[src/rtl/apb_pkg.sv]
// Shared types and default widths for the command-to-APB bridge.
package apb_pkg;

   localparam int APB_ADDR_W  = 32;
   localparam int APB_DATA_W  = 32;
   localparam int APB_PROT_W  = 3;
   localparam int APB_TIMEOUT = 16;

   typedef enum logic [1:0] {
      IDLE,
      SETUP,
      ACCESS,
      RESP
   } apb_state_t;

   // Response as seen on the rsp_* port at the default data width.
   typedef struct packed {
      logic [APB_DATA_W-1:0] rdata;
      logic                  err;
      logic                  timeout;
   } apb_rsp_t;

endpackage

[src/rtl/apb_wait_cnt.sv]
// ACCESS-phase wait-state counter. Cleared on entry to ACCESS, counts each
// ACCESS cycle without pready, flags the last cycle allowed before timeout.
module apb_wait_cnt #(
   parameter int TIMEOUT = 16
) (
   input  logic clk,
   input  logic prst,
   input  logic clr,
   input  logic en,
   output logic expire
);

   localparam int CW = $clog2(TIMEOUT);
   localparam logic [CW-1:0] LAST = CW'(TIMEOUT - 1);

   logic [CW-1:0] cnt;

   // Counter saturates at LAST so it can never wrap if the FSM lingers.
   always_ff @(posedge clk) begin
      if (prst) begin
         cnt <= '0;
      end else if (clr) begin
         cnt <= '0;
      end else if (en && (cnt != LAST)) begin
         cnt <= cnt + 1'b1;
      end
   end

   assign expire = (cnt == LAST);

endmodule

[src/rtl/apb_master.sv]
// Command-to-APB bridge: one transfer outstanding, registered APB request,
// wait-state timeout, registered valid/ready response.
//
//   state  | meaning
//   IDLE   | cmd_ready=1, waiting for a command
//   SETUP  | psel=1, penable=0 for exactly one cycle
//   ACCESS | psel=penable=1, waiting for pready or timeout
//   RESP   | rsp_valid=1, holding response until rsp_ready
module apb_master
   import apb_pkg::*;
#(
   parameter int ADDR_WIDTH = APB_ADDR_W,
   parameter int DATA_WIDTH = APB_DATA_W,
   parameter int DATA_STRB  = DATA_WIDTH / 8,
   parameter int TIMEOUT    = APB_TIMEOUT
) (
   input  logic                  clk,
   input  logic                  prst,
   input  logic                  cmd_valid,
   output logic                  cmd_ready,
   input  logic [ADDR_WIDTH-1:0] cmd_addr,
   input  logic                  cmd_write,
   input  logic [DATA_WIDTH-1:0] cmd_wdata,
   input  logic [DATA_STRB-1:0]  cmd_strb,
   input  logic [APB_PROT_W-1:0] cmd_prot,
   output logic                  rsp_valid,
   input  logic                  rsp_ready,
   output logic [DATA_WIDTH-1:0] rsp_rdata,
   output logic                  rsp_err,
   output logic                  rsp_timeout,
   output logic [ADDR_WIDTH-1:0] paddr,
   output logic [APB_PROT_W-1:0] prot,
   output logic                  pwrite,
   output logic                  psel,
   output logic                  penable,
   output logic [DATA_WIDTH-1:0] pwdata,
   output logic [DATA_STRB-1:0]  pstrb,
   input  logic                  pready,
   input  logic                  slverr,
   input  logic [DATA_WIDTH-1:0] prdata
);

   apb_state_t state;
   logic       cnt_clr;
   logic       cnt_en;
   logic       cnt_expire;

   // Counter restarts during SETUP so ACCESS always begins at zero.
   assign cnt_clr = (state == SETUP);
   assign cnt_en  = (state == ACCESS);

   apb_wait_cnt #(
      .TIMEOUT (TIMEOUT)
   ) u_wait_cnt (
      .clk    (clk),
      .prst   (prst),
      .clr    (cnt_clr),
      .en     (cnt_en),
      .expire (cnt_expire)
   );

   // Transfer sequencer with all bus and response outputs registered.
   always_ff @(posedge clk) begin
      if (prst) begin
         state       <= IDLE;
         cmd_ready   <= 1'b1;
         rsp_valid   <= 1'b0;
         rsp_rdata   <= '0;
         rsp_err     <= 1'b0;
         rsp_timeout <= 1'b0;
         paddr       <= '0;
         prot        <= '0;
         pwrite      <= 1'b0;
         psel        <= 1'b0;
         penable     <= 1'b0;
         pwdata      <= '0;
         pstrb       <= '0;
      end else begin
         case (state)
            IDLE: begin
               if (cmd_valid && cmd_ready) begin
                  paddr     <= cmd_addr;
                  pwrite    <= cmd_write;
                  pwdata    <= cmd_wdata;
                  prot      <= cmd_prot;
                  // Reads never carry strobes onto the bus.
                  pstrb     <= cmd_write ? cmd_strb : '0;
                  psel      <= 1'b1;
                  cmd_ready <= 1'b0;
                  state     <= SETUP;
               end
            end
            SETUP: begin
               penable <= 1'b1;
               state   <= ACCESS;
            end
            ACCESS: begin
               // pready on the final allowed cycle still completes normally.
               if (pready) begin
                  rsp_rdata   <= pwrite ? '0 : prdata;
                  rsp_err     <= slverr;
                  rsp_timeout <= 1'b0;
                  psel        <= 1'b0;
                  penable     <= 1'b0;
                  rsp_valid   <= 1'b1;
                  state       <= RESP;
               end else if (cnt_expire) begin
                  rsp_rdata   <= '0;
                  rsp_err     <= 1'b1;
                  rsp_timeout <= 1'b1;
                  psel        <= 1'b0;
                  penable     <= 1'b0;
                  rsp_valid   <= 1'b1;
                  state       <= RESP;
               end
            end
            RESP: begin
               if (rsp_ready) begin
                  rsp_valid <= 1'b0;
                  cmd_ready <= 1'b1;
                  state     <= IDLE;
               end
            end
            default: begin
               state <= IDLE;
            end
         endcase
      end
   end

endmodule

[config.mk]
export PLATFORM = sky130hd
export DESIGN_NAME = apb_master
export DESIGN_NICKNAME = d
export VERILOG_FILES = /design/src/rtl/apb_pkg.sv /design/src/rtl/apb_wait_cnt.sv /design/src/rtl/apb_master.sv
export SDC_FILE = /design/constraint.sdc
export NUM_CORES = 1
export LEC_CHECK = 0
export CAP_MARGIN = 20
export CORE_ASPECT_RATIO = 0.6
export CORE_MARGIN = 2
export CORE_UTILIZATION = 35
export CTS_BUF_LIST = sky130_fd_sc_hd__clkbuf_16
export CTS_CLUSTER_DIAMETER = 60
export DETAILED_ROUTE_END_ITERATION = 12
export PLACE_DENSITY = 0.78
export SKIP_LAST_GASP = 1
export SLEW_MARGIN = 0
export SYNTH_ARGS = -nofsm -noshare
export SYNTH_HDL_FRONTEND = slang
export SYNTH_SLANG_ARGS = --single-unit
[constraint.sdc]
create_clock -name clk -period 2.3 [get_ports clk]
set_input_delay 0.46 -clock clk [delete_from_list [all_inputs] [get_ports clk]]
set_output_delay 0.46 -clock clk [all_outputs]
set_load 0.1 [all_outputs]
# After elaboration in Yosys (flattened, before gate mapping)
# Cells that the tools add are included.
# op_classes
n_mux	23
n_reduce_logical	16
n_eq_ne	8
addsub	1
# ops
op	n
32-bit two-way mux	3
3-bit AND reduction	4
1-bit two-way mux	10
2-bit nonzero test	5
2-bit two-way mux	4
1-bit one-hot mux with 2 select lines	4
2-bit one-hot mux with 4 select lines	1
2-bit AND reduction	3
4-bit by 1-bit adder with 4-bit output (second input constant)	1
2-bit equality test (second input constant)	2
4-bit equality test (second input constant)	1
4-bit two-way mux	1
2-bit != test (second input constant)	2
4-bit != test (second input constant)	1
3-bit != test (second input constant)	1
2-bit by 1-bit equality test with 1-bit output (second input constant)	1
1-bit logical AND	2
2-bit logical NOT	1
2-bit OR reduction	1
# word_totals
output_inout_bits	110
regBits	116
wordCells	62
inputBits	110

# Longest topological paths before layout
# logic_depth
depth_word	4
depth_mapped	7
depth_no_buf	5

# Modules after synthesis
# From an unflattened synthesis, not the netlist that was laid out.
# unflattened
cells_unflattened	525
area_unflattened_um2	4242.8
# by_module_without_submodules
module	n_inst	seq_area_each_um2	area_per_inst_um2	cells_each
apb_master	1	2242.2	4031.4	503
apb_wait_cnt	1	80.1	211.5	22

# Worst setup path after synthesis
# Ideal clock, no wire load.
# synth_path
path_type	register to register
from	register cmd_ready
to	register pwrite
path_slack_ps	453
period_less_slack_ps	1847
t_arrival_ps	1715
path_stages_with_launch	5
path_cell_list	dfxtp_1 nand3_2 clkbuf_1 nand2_1 a21oi_1
# synth_via
elab_chain_len	2
# synth_lines
element	line_no	source
start, declared	apb_master.sv:20	output logic cmd_ready,
start signal, assigned	apb_master.sv:66	cmd_ready <= 1'b1;
start signal, assigned	apb_master.sv:89	cmd_ready <= 1'b0;
start signal, assigned	apb_master.sv:120	cmd_ready <= 1'b1;
1-bit logical AND	apb_master.sv:81	if (cmd_valid && cmd_ready) begin
2-bit AND reduction (no source line)	n/a	
end signal, assigned	apb_master.sv:83	pwrite <= cmd_write;
end, declared	apb_master.sv:33	output logic pwrite,
# No other way between the ends.
# A chain may end at the register's enable or synchronous reset.

# Worst setup path after layout
# layout_path
from	register state[0]
to	register paddr[4]
# layout_via
elab_chain_len	2
# layout_lines
element	line_no	source
start, declared	apb_master.sv:43	apb_state_t state;
start signal, assigned	apb_master.sv:65	state <= IDLE;
start signal, assigned	apb_master.sv:90	state <= SETUP;
start signal, assigned	apb_master.sv:95	state <= ACCESS;
2-bit logical NOT	apb_master.sv:79	case (state)
2-bit AND reduction (no source line)	n/a	
end signal, assigned	apb_master.sv:82	paddr <= cmd_addr;
end, declared	apb_master.sv:31	output logic [ADDR_WIDTH-1:0] paddr,
# No other way between the ends.

==> key figures <==
CTS
  • CTS tree: yes
  • Clock Tree Buf Depth: 2
  • Latest clock arrival within the worst-skew pair: 0.40 ns
  • H-tree depth: 4
  • Total CTS buffers: 17
  • Post CTS Setup Buffer Count: 0
  • Hold Buf Count CTS: 0
  • Root Buffer: clkbuf_16
  • CTS-repair resized insts: 0
  • Sink Count: 116
  • Clock transition at the registers of the reported paths: 0.05 ns

Worst hold path
  • Tightest Hold Check Type: flip-flop to flip-flop

Floorplan
  • Starting Density: 36.0%
  • Chip width: 148 um
  • IO Count: 220
  • Die Area: around 0.013 mm^2
  • Die Span Y: 90.5 um
  • Core ar.: approximately 0.012 mm^2
  • Core Rows: 31

STA
  • Period utilization: 79.5%
  • Final Setup Violations: 0
  • Final Max Tran Viols: 0
  • Minimum clock period: 1.83 ns
  • Setup TNS: 0 ns
  • Worst Tran Pin Value: 0.648 ns
  • Skew final: 0.00810 ns
  • Final worst slack: 0.471 ns
  • Rel. slew slack: 56.8%
  • Peak Freq: ~550 MHz
  • Final Hold Fails: 0
  • Hold slack: 0.451 ns
  • RSZ-0062 raised after global routing: false

Placed design
  • Post-Place Cell Area: 0.00634 mm^2
  • DP Cell Count: 882
  • DP Worst Slack: -0.0549 ns
  • Detailed Place HPWL: 9290 um
  • IO Port Bufs: between 200 and 250
  • GPL Wtd Cong: 0.772

Flow run
  • Max Cap Viol: 0

Detailed routing
  • DRC: 0
  • Per-cell routed wire length: 14.4 um
  • Total wire length: 13100 um
  • First-pass DRT Iterations: 4
  • Avg Vias per Cell: 4.89
  • DR vias: 4468
  • ANT nets after route: 0
  • 1st-iter DRT viols: ~230

Layout
  • Post-Route Utilization: a little under three fifths
  • Share of cells above drive strength 1: 21.0%
  • Design area: 0.00693 mm^2
  • Fillers: 1096
  • Final std cells w/o fill: 913
  • ANT cells: 0
  • Area Overhead vs Synth: 58.8%
  • Nets: between 800 and 900

Synth
  • Synth Area in Adders: 1.72%
  • Syn Inst Count: 531
  • Synth async-reset ratio: 0%
  • Top_reg_cell synth: dfxtp_1
  • Synth Register Bits: 116
  • Post-synthesis mux area share: 0.229%
  • Yosys cell types: 36
  • Fraction of the yosys area taken by sequential cells: between 50% and 60%
  • Mean post-synth cell area: 8.21 um^2
  • Post-synth EDFFs: 0
  • Compound-Gate Fraction of Synth Area: between 10% and 20%
  • Yosys warns: 0
  • Post-synthesis simple-gate area fraction: between 20 and 25%
  • Mapped cell area: 0.00436 mm^2
  • Xor-xnor portion of the synthesized cell area: 0%
  • Syn_nets: 647
  • Combinational family with the most area after synthesis: simple AND/OR/NAND/NOR gates

Pwr
  • Power, Total: between 8 and 9 mW
  • Clk pwr share: about 29%
  • Reg power frac: 28.2%
  • Sw Pwr: 3.99 mW
  • PD cells: approximately 1300 mW/mm^2
  • Gate power share: between 40% and 50%
  • Net Sw Frac: 45.1%
  • Leak: 2.77 nW
  • Pint: 4.85 mW
  • Max VDD drop: 0.640 mV

Critical path
  • Crit path DAT: 2.14 ns
  • CP required: 2.61 ns
  • Crit Path Class: flip-flop to flip-flop
  • Element type at the critical path end: flip-flop
  • CP Max Fanout: 61
  • Critical Path Start Type: flip-flop

Global routing
  • Overflow after GRT: 0
  • Number of global-route vias before repair: 4272
  • First-pass GRT wire length: 20900 um
  • Pin count of the biggest net entering global routing: 73
  • Overall Global Routing Usage: 19.2%
  • Initial antenna violation count: 0

Status
  • Status: complete, no violations
==> layout make-up <==
class                      count  area [um^2]  area share (%)
multi-input combinational    364         1790            25.8
tap                          165          206            2.98
sequential                   116         2320            33.5
clock inverter                13          143            2.06
timing repair buffer         229         2010            29.0
clock buffer                  17          425            6.14
inverter                       9         33.8           0.488
==> Yosys cell counts, types with 5 or more instances <==
| master | instances | area [um^2] |
|---|---|---|
| ha_1 | 6 | 75.1 |
| nand4_1 | 32 | 200 |
| dfxtp_1 | 116 | 2320 |
| clkbuf_1 | 13 | 48.8 |
| nand3_1 | 6 | 30.0 |
| inv_1 | 9 | 33.8 |
| buf_4 | 8 | 60.1 |
| nand2_1 | 176 | 661 |
| a21oi_1 | 78 | 390 |
| buf_2 | 12 | 60.1 |
| o21ai_1 | 5 | 25.0 |
| o21ai_0 | 32 | 160 |
==> power groups by stage <==
| stage | combinational (mW) | sequential [mW] | clock [mW] |
|---|---|---|---|
| finish | 3.81 | 2.50 | 2.54 |
| global route | 4.00 | 2.53 | 2.69 |
| CTS | 3.81 | 2.50 | 2.60 |
| detailed placement | 3.80 | 2.53 | 0 |
| global placement | 3.74 | 2.52 | 0 |
| floorplan | 0.965 | 4.50 | 0 |
==> per-layer routing <==
layer	part of all wire, %	GRT usage (%)	routed length, um
met1	44	24.0	5770
met5	0	0	0
met2	47	31.7	6160
met3	8.5	6.26	1110
met4	0.82	5.24	108
==> registers in the layout, summed over array words and instances (netlist names) <==
name	flops
psel	1
penable	1
rsp_err	1
paddr	32
pwdata	32
state	2
cmd_ready	1
rsp_timeout	1
u_wait_cnt.cnt	4
prot	3
rsp_rdata	32
pwrite	1
rsp_valid	1
pstrb	4
==> cell usage in the layout, fill, tap and decap left out, types with 2 or more instances in the layout <==
| master | synthesis | final |
|---|---|---|
| a21oi_1 | 78 | 78 |
| a31oi_1 | 3 | 3 |
| and3_1 | 3 | 2 |
| buf_4 | 8 | 118 |
| bufinv_16 | 0 | 3 |
| clkbuf_16 | 0 | 17 |
| clkdlybuf4s50_1 | 0 | 108 |
| clkinv_1 | 0 | 4 |
| clkinv_2 | 0 | 3 |
| clkinvlp_4 | 0 | 3 |
| dfxtp_1 | 116 | 116 |
| ha_1 | 6 | 6 |
| inv_1 | 9 | 9 |
| nand2_1 | 176 | 176 |
| nand3_1 | 6 | 6 |
| nand4_1 | 32 | 32 |
| nor2_1 | 3 | 2 |
| o21ai_0 | 32 | 32 |
| o21ai_1 | 5 | 5 |
| o311ai_0 | 2 | 2 |
| o41ai_1 | 2 | 2 |
==> path summary, 6_finish.rpt <==
kind	from	endpoint	slack, ns	depth (start not counted)
setup / recovery	state[0]	paddr[4]	0.47	6
hold / removal	paddr[2]	paddr[2]	0.45	2
setup reg to reg	state[0]	paddr[4]	0.47	6
hold reg to reg	paddr[2]	paddr[2]	0.45	2
==> cell families (layout without fill, tap and decap cells) <==
kind of cell,after synthesis,after routing
buffers and inverters,51,268
adders and majority gates,6,6
muxes,1,1
and+or+nand+nor,225,225
DFF,116,116
AOI/OAI and AO/OA,132,132
==> worst max-delay path, stage by stage, from the launching register on <==
cell,delay (ns)
dfxtp_1,0.35
inv_1,0.12
ha_1,0.29
nand3_2,0.11
buf_4,0.49
nand2_1,0.13
a21oi_1,0.21
No activity file was read; power rests on OpenSTA's default activity.
